===== src/rtl/gate_seq_pkg.sv =====
`default_nettype none
// ============================================================================
// Module  : gate_seq_pkg
// Brief   : Shared types and constants for the gate stimulus sequencer.
// Revision: 1.0 - initial release
// ============================================================================
package gate_seq_pkg;

    localparam int NUM_VECTORS = 8;
    localparam int VEC_W       = 3;

    typedef enum logic [1:0] {
        IDLE  = 2'd0,
        SWEEP = 2'd1,
        DONE  = 2'd2
    } state_e;

endpackage : gate_seq_pkg
`default_nettype wire


===== src/rtl/sw_debouncer.sv =====
`default_nettype none
// ============================================================================
// Module  : sw_debouncer
// Brief   : One switch bit: 2-flop synchronizer and stable-count filter.
// Revision: 1.0 - initial release
// ============================================================================
module sw_debouncer #(
    parameter int DEBOUNCE_CYCLES = 8
) (
    input  logic clk,
    input  logic rst,
    input  logic din,
    output logic dout,
    output logic commit_pulse
);

    localparam int c_CNT_W = (DEBOUNCE_CYCLES > 1) ? $clog2(DEBOUNCE_CYCLES) : 1;
    localparam logic [c_CNT_W-1:0] c_CNT_LAST = c_CNT_W'(DEBOUNCE_CYCLES - 1);

    logic               r_s1_q;
    logic               r_s2_q;
    logic               r_dout_q;
    logic               w_dout_d;
    logic [c_CNT_W-1:0] r_cnt_q;
    logic [c_CNT_W-1:0] w_cnt_d;
    logic               w_differ;

    // commit_pulse is combinational so the top can load the new value on the
    // same edge the committed bit flips.
    always_comb begin
        w_differ     = (r_s2_q != r_dout_q);
        commit_pulse = w_differ && (r_cnt_q == c_CNT_LAST);
        w_dout_d     = r_dout_q;
        w_cnt_d      = '0;
        if (commit_pulse) begin
            w_dout_d = r_s2_q;
        end else if (w_differ) begin
            w_cnt_d = r_cnt_q + 1'b1;
        end
    end

    always_ff @(posedge clk) begin
        if (rst) begin
            r_s1_q   <= 1'b0;
            r_s2_q   <= 1'b0;
            r_dout_q <= 1'b0;
            r_cnt_q  <= '0;
        end else begin
            r_s1_q   <= din;
            r_s2_q   <= r_s1_q;
            r_dout_q <= w_dout_d;
            r_cnt_q  <= w_cnt_d;
        end
    end

    assign dout = r_dout_q;

endmodule : sw_debouncer
`default_nettype wire


===== src/rtl/gate_stimulus_sequencer.sv =====
`default_nettype none
// ============================================================================
// Module  : gate_stimulus_sequencer
// Brief   : Drives gate inputs a/b/c from debounced switches or an auto sweep.
// Revision: 1.0 - initial release
// ============================================================================
module gate_stimulus_sequencer
    import gate_seq_pkg::*;
#(
    parameter int DEBOUNCE_CYCLES = 8,
    parameter int DWELL_CYCLES    = 4
) (
    input  logic             clk,
    input  logic             rst,
    input  logic             mode,
    input  logic             start,
    input  logic [VEC_W-1:0] sw,
    output logic             a,
    output logic             b,
    output logic             c,
    output logic             vec_valid,
    output logic [VEC_W-1:0] vec_idx,
    output logic             busy,
    output logic             done
);

    localparam int c_DW_W = (DWELL_CYCLES > 1) ? $clog2(DWELL_CYCLES) : 1;
    localparam logic [c_DW_W-1:0] c_DWELL_LAST = c_DW_W'(DWELL_CYCLES - 1);
    localparam logic [VEC_W-1:0]  c_VEC_LAST   = VEC_W'(NUM_VECTORS - 1);

    logic [VEC_W-1:0] w_deb_val;
    logic [VEC_W-1:0] w_commit;

    for (genvar gi = 0; gi < VEC_W; gi++) begin : g_deb
        sw_debouncer #(
            .DEBOUNCE_CYCLES (DEBOUNCE_CYCLES)
        ) u_deb (
            .clk          (clk),
            .rst          (rst),
            .din          (sw[gi]),
            .dout         (w_deb_val[gi]),
            .commit_pulse (w_commit[gi])
        );
    end

    state_e            r_state_q, w_state_d;
    logic [VEC_W-1:0]  r_vec_q,   w_vec_d;
    logic [c_DW_W-1:0] r_dwell_q, w_dwell_d;
    logic              r_valid_q, w_valid_d;
    logic              r_busy_q,  w_busy_d;
    logic              r_done_q,  w_done_d;

    // vec_idx and {a,b,c} are always the same value, so one register holds both.
    always_comb begin
        w_state_d = r_state_q;
        w_vec_d   = r_vec_q;
        w_dwell_d = r_dwell_q;
        w_valid_d = 1'b0;
        w_busy_d  = r_busy_q;
        w_done_d  = 1'b0;
        case (r_state_q)
            IDLE: begin
                if (mode && start) begin
                    w_state_d = SWEEP;
                    w_vec_d   = '0;
                    w_dwell_d = '0;
                    w_valid_d = 1'b1;
                    w_busy_d  = 1'b1;
                end else if (!mode && (w_commit != '0)) begin
                    w_vec_d   = w_deb_val ^ w_commit;
                    w_valid_d = 1'b1;
                end
            end
            SWEEP: begin
                if (r_dwell_q == c_DWELL_LAST) begin
                    w_dwell_d = '0;
                    if (r_vec_q == c_VEC_LAST) begin
                        w_state_d = DONE;
                        w_busy_d  = 1'b0;
                        w_done_d  = 1'b1;
                    end else begin
                        w_vec_d   = r_vec_q + 1'b1;
                        w_valid_d = 1'b1;
                    end
                end else begin
                    w_dwell_d = r_dwell_q + 1'b1;
                end
            end
            DONE: begin
                w_state_d = IDLE;
            end
            default: begin
                w_state_d = IDLE;
                w_busy_d  = 1'b0;
            end
        endcase
    end

    always_ff @(posedge clk) begin
        if (rst) begin
            r_state_q <= IDLE;
            r_vec_q   <= '0;
            r_dwell_q <= '0;
            r_valid_q <= 1'b0;
            r_busy_q  <= 1'b0;
            r_done_q  <= 1'b0;
        end else begin
            r_state_q <= w_state_d;
            r_vec_q   <= w_vec_d;
            r_dwell_q <= w_dwell_d;
            r_valid_q <= w_valid_d;
            r_busy_q  <= w_busy_d;
            r_done_q  <= w_done_d;
        end
    end

    assign a         = r_vec_q[2];
    assign b         = r_vec_q[1];
    assign c         = r_vec_q[0];
    assign vec_idx   = r_vec_q;
    assign vec_valid = r_valid_q;
    assign busy      = r_busy_q;
    assign done      = r_done_q;

endmodule : gate_stimulus_sequencer
`default_nettype wire


===== config.mk =====
export PLATFORM = sky130hd
export DESIGN_NAME = gate_stimulus_sequencer
export DESIGN_NICKNAME = d
export VERILOG_FILES = /design/src/rtl/gate_seq_pkg.sv /design/src/rtl/sw_debouncer.sv /design/src/rtl/gate_stimulus_sequencer.sv
export SDC_FILE = /design/constraint.sdc
export NUM_CORES = 1
export LEC_CHECK = 0
export CAP_MARGIN = 40
export CORE_UTILIZATION = 47
export DETAILED_ROUTE_END_ITERATION = 12
export GPL_ROUTABILITY_DRIVEN = 0
export PLACE_DENSITY = 0.69
export SETUP_SLACK_MARGIN = 0.4
export SLEW_MARGIN = 20
export SYNTH_ARGS = -nofsm -noshare
export SYNTH_HDL_FRONTEND = slang
export SYNTH_SLANG_ARGS = --single-unit

===== constraint.sdc =====
create_clock -name clk -period 1.7 [get_ports clk]
set_clock_uncertainty 0.05 [all_clocks]
set_input_delay 0.34 -clock clk [delete_from_list [all_inputs] [get_ports clk]]
set_output_delay 0.34 -clock clk [all_outputs]
set_load 0.01 [all_outputs]

; ---- After elaboration in Yosys (flattened, before gate mapping)
; Cells that the tools add are included.
; Widths: inputs -> output; s select.
[op_classes]
n_shift = 0
reduce_logical = 17
n_eq_ne = 15
addsub = 5
muxes = 22
n_div = 0
multipliers = 0
bitwise_logic = 7
magnitude_cmp = 0
[ops]
columns = cell, count
row1 = $add 3x1->3 const B, 4
row2 = $eq 3x3->1 const B, 4
row3 = $mux 3, 4
row4 = $reduce_or 3->1, 4
row5 = $mux 2, 5
row6 = $mux 1, 8
row7 = $ne 2x2->1 const B, 4
row8 = $pmux 2 s2, 2
row9 = $reduce_and 4->1, 2
row10 = $not 1->1, 6
row11 = $pmux 3 s2, 1
row12 = $logic_and 1x1->1, 5
row13 = $eq 2x2->1 const B, 2
row14 = $ne 1x1->1, 3
row15 = $ne 3x3->1 const B, 1
row16 = $pmux 1 s3, 1
row17 = $reduce_and 3->1, 1
row18 = $reduce_bool 3->1, 1
row19 = $xor 3x3->3, 1
row20 = $add 2x1->2 const B, 1
row21 = $eq 2x1->1 const B, 1
row22 = $logic_not 2->1, 1
row23 = $pmux 1 s2, 1
row24 = $reduce_and 2->1, 1
row25 = other kinds (2), 2
[word_totals]
reg_bits = 28
ramBits = 0
rom_bits = 0
latch_bits = 0
output_inout_bits = 9
mem_count = 0

; ---- Depth between registers and ports, before layout
[logic_depth]
word_depth = 7
depth_mapped = 7
depth_no_buf = 7

; ---- By module
; Synthesis repeated with hierarchy kept, for this count alone.
[hier_totals]
cells_unflattened = 110
hier_area_um2 = 1149.9
[by_module_without_submodules]
columns = module, area_each_um2, instances, seq_area_each_um2, cells_each
row1 = sw_debouncer, 212.7, 3, 120.1, 18
row2 = gate_stimulus_sequencer, 511.7, 1, 200.2, 56

; ---- Least setup slack after synthesis
; No wires, ideal clock.
[synth_path]
path_kind = register to register
start = reg r_vec_q[1], in the netlist vec_idx[1]
end = reg r_vec_q[0], in the netlist vec_idx[0]
arrival_ns = 1.540
setup_slack_ns = -0.023
n_path_buf = 0
required_ns = 1.518
stages_incl_launch_ff = 8
setup_ns = 0.132
cell_sequence = dfxtp_1 ha_1 ha_1 nand2b_1 a221oi_2 o41a_4 mux2i_1 a21oi_1
[synth_between]
elab_chain_len = 3
[synth_lines]
columns = element, line
row1 = from (decl), gate_stimulus_sequencer.sv:47  ; logic [VEC_W-1:0] r_vec_q, w_vec_d;
row2 = from (signal assigned), gate_stimulus_sequencer.sv:109  ; r_vec_q <= w_vec_d;
row3 = $eq 3x3->1, gate_stimulus_sequencer.sv:77  ; if (r_vec_q == c_VEC_LAST) begin
row4 = $ne 2x2->1 (no line), n/a
row5 = $reduce_and 4->1 (no line), n/a
; No other way between the ends.
; A chain may end at the register's enable or synchronous reset.

; ---- Worst setup path in the final report
; Same ends and word-level chain as after synthesis.

==> impl_metrics.ini <==
[drt]
antenna_left = 0
post_drt_via_cell_ratio = 4.99
drt_iter0_drc = 9
drc = 0
vias = 843
firstDrtPassIters = 4
wl_per_cell_um = 12.5
wl_um = 2110

[clocking]
cts_buffers = 3
clkTransAtPathRegs_ns = 0.15
clk_latency_ns = 0.32
cts.sinks = 28
cts_hold_buf = 0
htree_num_levels = 1
cts_tree = done
cts_buffer_depth = 2
cts_root_buffer = clkbuf_4

[sta]
finalCritPeriodShare = 0.987
finalSetupViolCount = 0
hold_viol = 0
relSlewSlack = 0.787
holdWs_ns = 0.391
min_period_ns = 1.68
tns_ns = 0
rsz0062_at_grt = true
tightestPinTransition_ns = 0.320
slew_violations = 0
fmax_ghz = 0.596

[job]
maxCapViolCount = 0

[critical_path]
cp_common_cell = ha_4
cpMaxStageDelayCell = dfxtp_4
crit_family = compound AO/OA/AOI/OAI gates
max_stage_delay_ns = 0.38
path_cells = ha_4 -> ha_4 -> nand2b_4 -> a221oi_2 -> o41a_4 -> mux2i_1 -> a21oi_1
worstPathRequired_ns = 1.88
path_class = reg2reg
r2r_cells = 7
cp_max_fo = 7
end_kind = register
reg2reg_slack_ns = 0.02
cp.buffers_inverters = 0
r2r_end = vec_idx[0]$_SDFFE_PP0P_
crit_path_start_kind = register
crit_arrival_ns = 1.86
r2r_start = vec_idx[1]$_SDFFE_PP0P_

[pwr]
p_clk_frac = 0.267
p_int_uw = 914
p_switching_uw = 284
combPwrFrac = 0.150
peakVddDrop_mv = 0.565
pwr-share-seq = 0.583
cellLeakagePower_nw = 0.650
swShare = 0.237
p_per_area_mw_per_mm2 = 728

[status]
status = completed

[finish]
fillers = 183
antennaDiodeCount = 0
register_area_um2 = 576
area_growth_pct = 44.9
layout.nets = 158
utilization = 0.730
multi_input_area_um2 = 701
drive_above_1_share = 0.433

[worst_hold_path]
worstHoldEndpoint = g_deb[1].u_deb.r_cnt_q[0]$_SDFF_PP0_
min-delay-start = g_deb[1].u_deb.r_cnt_q[0]$_SDFF_PP0_
hold-path-cell-count = 1
hp-class = reg2reg

[logic_synthesis]
yosys.area_share.adder = 0.0991
synth-seq-area-share = 0.493
synth_top_family_by_area = simple AND/OR/NAND/NOR gates
ys_types = 26
avgSynthCellArea_um2 = 10.1
synthCells = 113
synth_compound_area_frac = 0.0980
yosys_warnings = 0
synth_nets = 129
muxShareOfSynthArea = 0.0352
synth_xor_area_frac = 0.0297
syn-cell-area_mm2 = 0.00114
synth_simple_gate_area_frac = 0.205
ys_ff_latch = 28

[grt]
grt-ovfl-total = 0
grt_usage = 0.177
antenna_found_initial = 0
grt_max_degree = 26
grt_pass1_vias = 810
grt_pass1_wl_um = 3350

[floorplanning]
fp.dieArea_mm2 = 0.00262
start_util = 0.504
io_pins = 16
num_rows = 17
die_x_um = 51.2
fp.coreArea_mm2 = 0.00225
die_y_um = 51.2

[placed_design]
port_buffers = 15
dp_hpwl_um = 1420
-- synth_stat cells --
| master | n | area share |
|---|---|---|
| ha_1 | 9 | 0.099 |
| and2_1 | 6 | 0.033 |
| dfxtp_1 | 28 | 0.49 |
| or2b_1 | 1 | 0.0066 |
| nor2b_1 | 7 | 0.039 |
| nand2_1 | 5 | 0.017 |
| xnor2_2 | 1 | 0.014 |
| o22ai_1 | 1 | 0.0055 |
| mux2i_1 | 4 | 0.035 |
| buf_4 | 3 | 0.020 |
| nand2b_1 | 1 | 0.0055 |
| a21oi_1 | 7 | 0.031 |
| nor3b_1 | 1 | 0.0066 |
| nor2_2 | 1 | 0.0055 |
| clkbuf_1 | 3 | 0.0099 |
| o21ai_0 | 2 | 0.0088 |
| a2bb2oi_1 | 1 | 0.0077 |
| nor4_1 | 4 | 0.022 |
| o41a_4 | 1 | 0.019 |
| inv_1 | 3 | 0.0099 |
| nor3_1 | 5 | 0.022 |
| or3_1 | 1 | 0.0055 |
| xnor2_1 | 2 | 0.015 |
| nor2_1 | 13 | 0.043 |
| a221oi_2 | 1 | 0.013 |
| a211oi_1 | 2 | 0.013 |
-- cells in the final DEF (no fill, tap or decap), drive strengths merged --
cell type      count
mux2i              4
a221oi             1
dlymetal6s2s       1
inv                3
nand2b             1
and2               6
a2bb2oi            1
o22ai              1
o21ai              2
or3                1
nor4               4
nor2b              7
clkbuf             6
clkdlybuf4s50      6
xnor2              3
nor3               5
nand2              5
a211oi             2
a21oi              7
o41a               1
nor2              14
buf               21
dfxtp             28
nor3b              1
or2b               1
ha                 9
-- sequential cells by signal, summed over array words and instances (netlist names) --
| register | cells |
|---|---|
| r_dwell_q | 2 |
| g_deb.u_deb.r_s1_q | 3 |
| vec_valid | 1 |
| r_state_q | 2 |
| g_deb.u_deb.dout | 3 |
| busy | 1 |
| g_deb.u_deb.r_cnt_q | 9 |
| g_deb.u_deb.r_s2_q | 3 |
| vec_idx | 3 |
| done | 1 |
-- stage by stage --
step	power (mW)	cells	setup WS [ns]	cell area, µm²
CTS	1.19	164	0.0230	1570
global route	1.24	169	-0.0684	1650
global placement	0.847	154	-0.121	1390
finish	1.20	169	0.0225	1650
detailed placement	0.851	154	-0.150	1390
floorplan	0.791	113	0.0443	1200
-- cell type report --
cell class                      instances  share of cell area
Timing Repair Buffer                   30               0.175
Clock buffer                            4              0.0220
Multi-Input combinational cell         76               0.426
Inverter                                3             0.00684
Sequential cell                        28               0.350
Tap cell                               28              0.0213
-- what timing repair did --
action | 4_1_cts | 5_1_grt
endpoints found under the hold margin | 0 | 0
endpoints found under the setup margin | 18 | 21
pin swaps | 7 | 4
gates resized for setup | 50 | 18
setup buffers | 6 | 5
-- worst max path at each step --
stage,from,to,slack [ns],cells past startpoint
3_3_place_gp,start,vec_idx[0]$_SDFFE_PP0P_,-0.12,6
5_1_grt,vec_idx[1]$_SDFFE_PP0P_,vec_idx[0]$_SDFFE_PP0P_,-0.07,7
4_1_cts,vec_idx[1]$_SDFFE_PP0P_,vec_idx[0]$_SDFFE_PP0P_,0.02,7
6_report,vec_idx[1]$_SDFFE_PP0P_,vec_idx[0]$_SDFFE_PP0P_,0.02,7
2_1_floorplan,vec_idx[1]$_SDFFE_PP0P_,vec_idx[0]$_SDFFE_PP0P_,0.04,7
3_5_place_dp,start,vec_idx[0]$_SDFFE_PP0P_,-0.15,6
-- logic make-up after synthesis --
| kind of cell | Yosys count |
|---|---|
| multiplexers | 4 |
| AND/OR/NAND/NOR | 45 |
| AO/OA/AOI/OAI | 15 |
| flip-flops | 28 |
| buffers and inverters | 9 |
| adder cells (fa/ha/maj) | 9 |
| XOR/XNOR | 3 |
-- metal layers --
layer | global-route usage | part of all wire | vias up
met4 | 0.0694 | 0.0057 | 0
met1 | 0.209 | 0.47 | 387
met3 | 0.0357 | 0.040 | 2
met2 | 0.309 | 0.48 | 17
li1 | - | - | 437
met5 | 0 | 0 | -
-- power by group through the flow --
| stage | sequential (mW) | clock (mW) | combinational, mW |
|---|---|---|---|
| 6_report | 0.699 | 0.320 | 0.180 |
| 5_1_grt | 0.702 | 0.346 | 0.197 |
| 4_1_cts | 0.699 | 0.331 | 0.160 |
| 3_5_place_dp | 0.713 | 0 | 0.137 |
| 3_3_place_gp | 0.713 | 0 | 0.134 |
| 2_1_floorplan | 0.715 | 0 | 0.0759 |
Note: power is estimated with default switching activity, not from simulation.
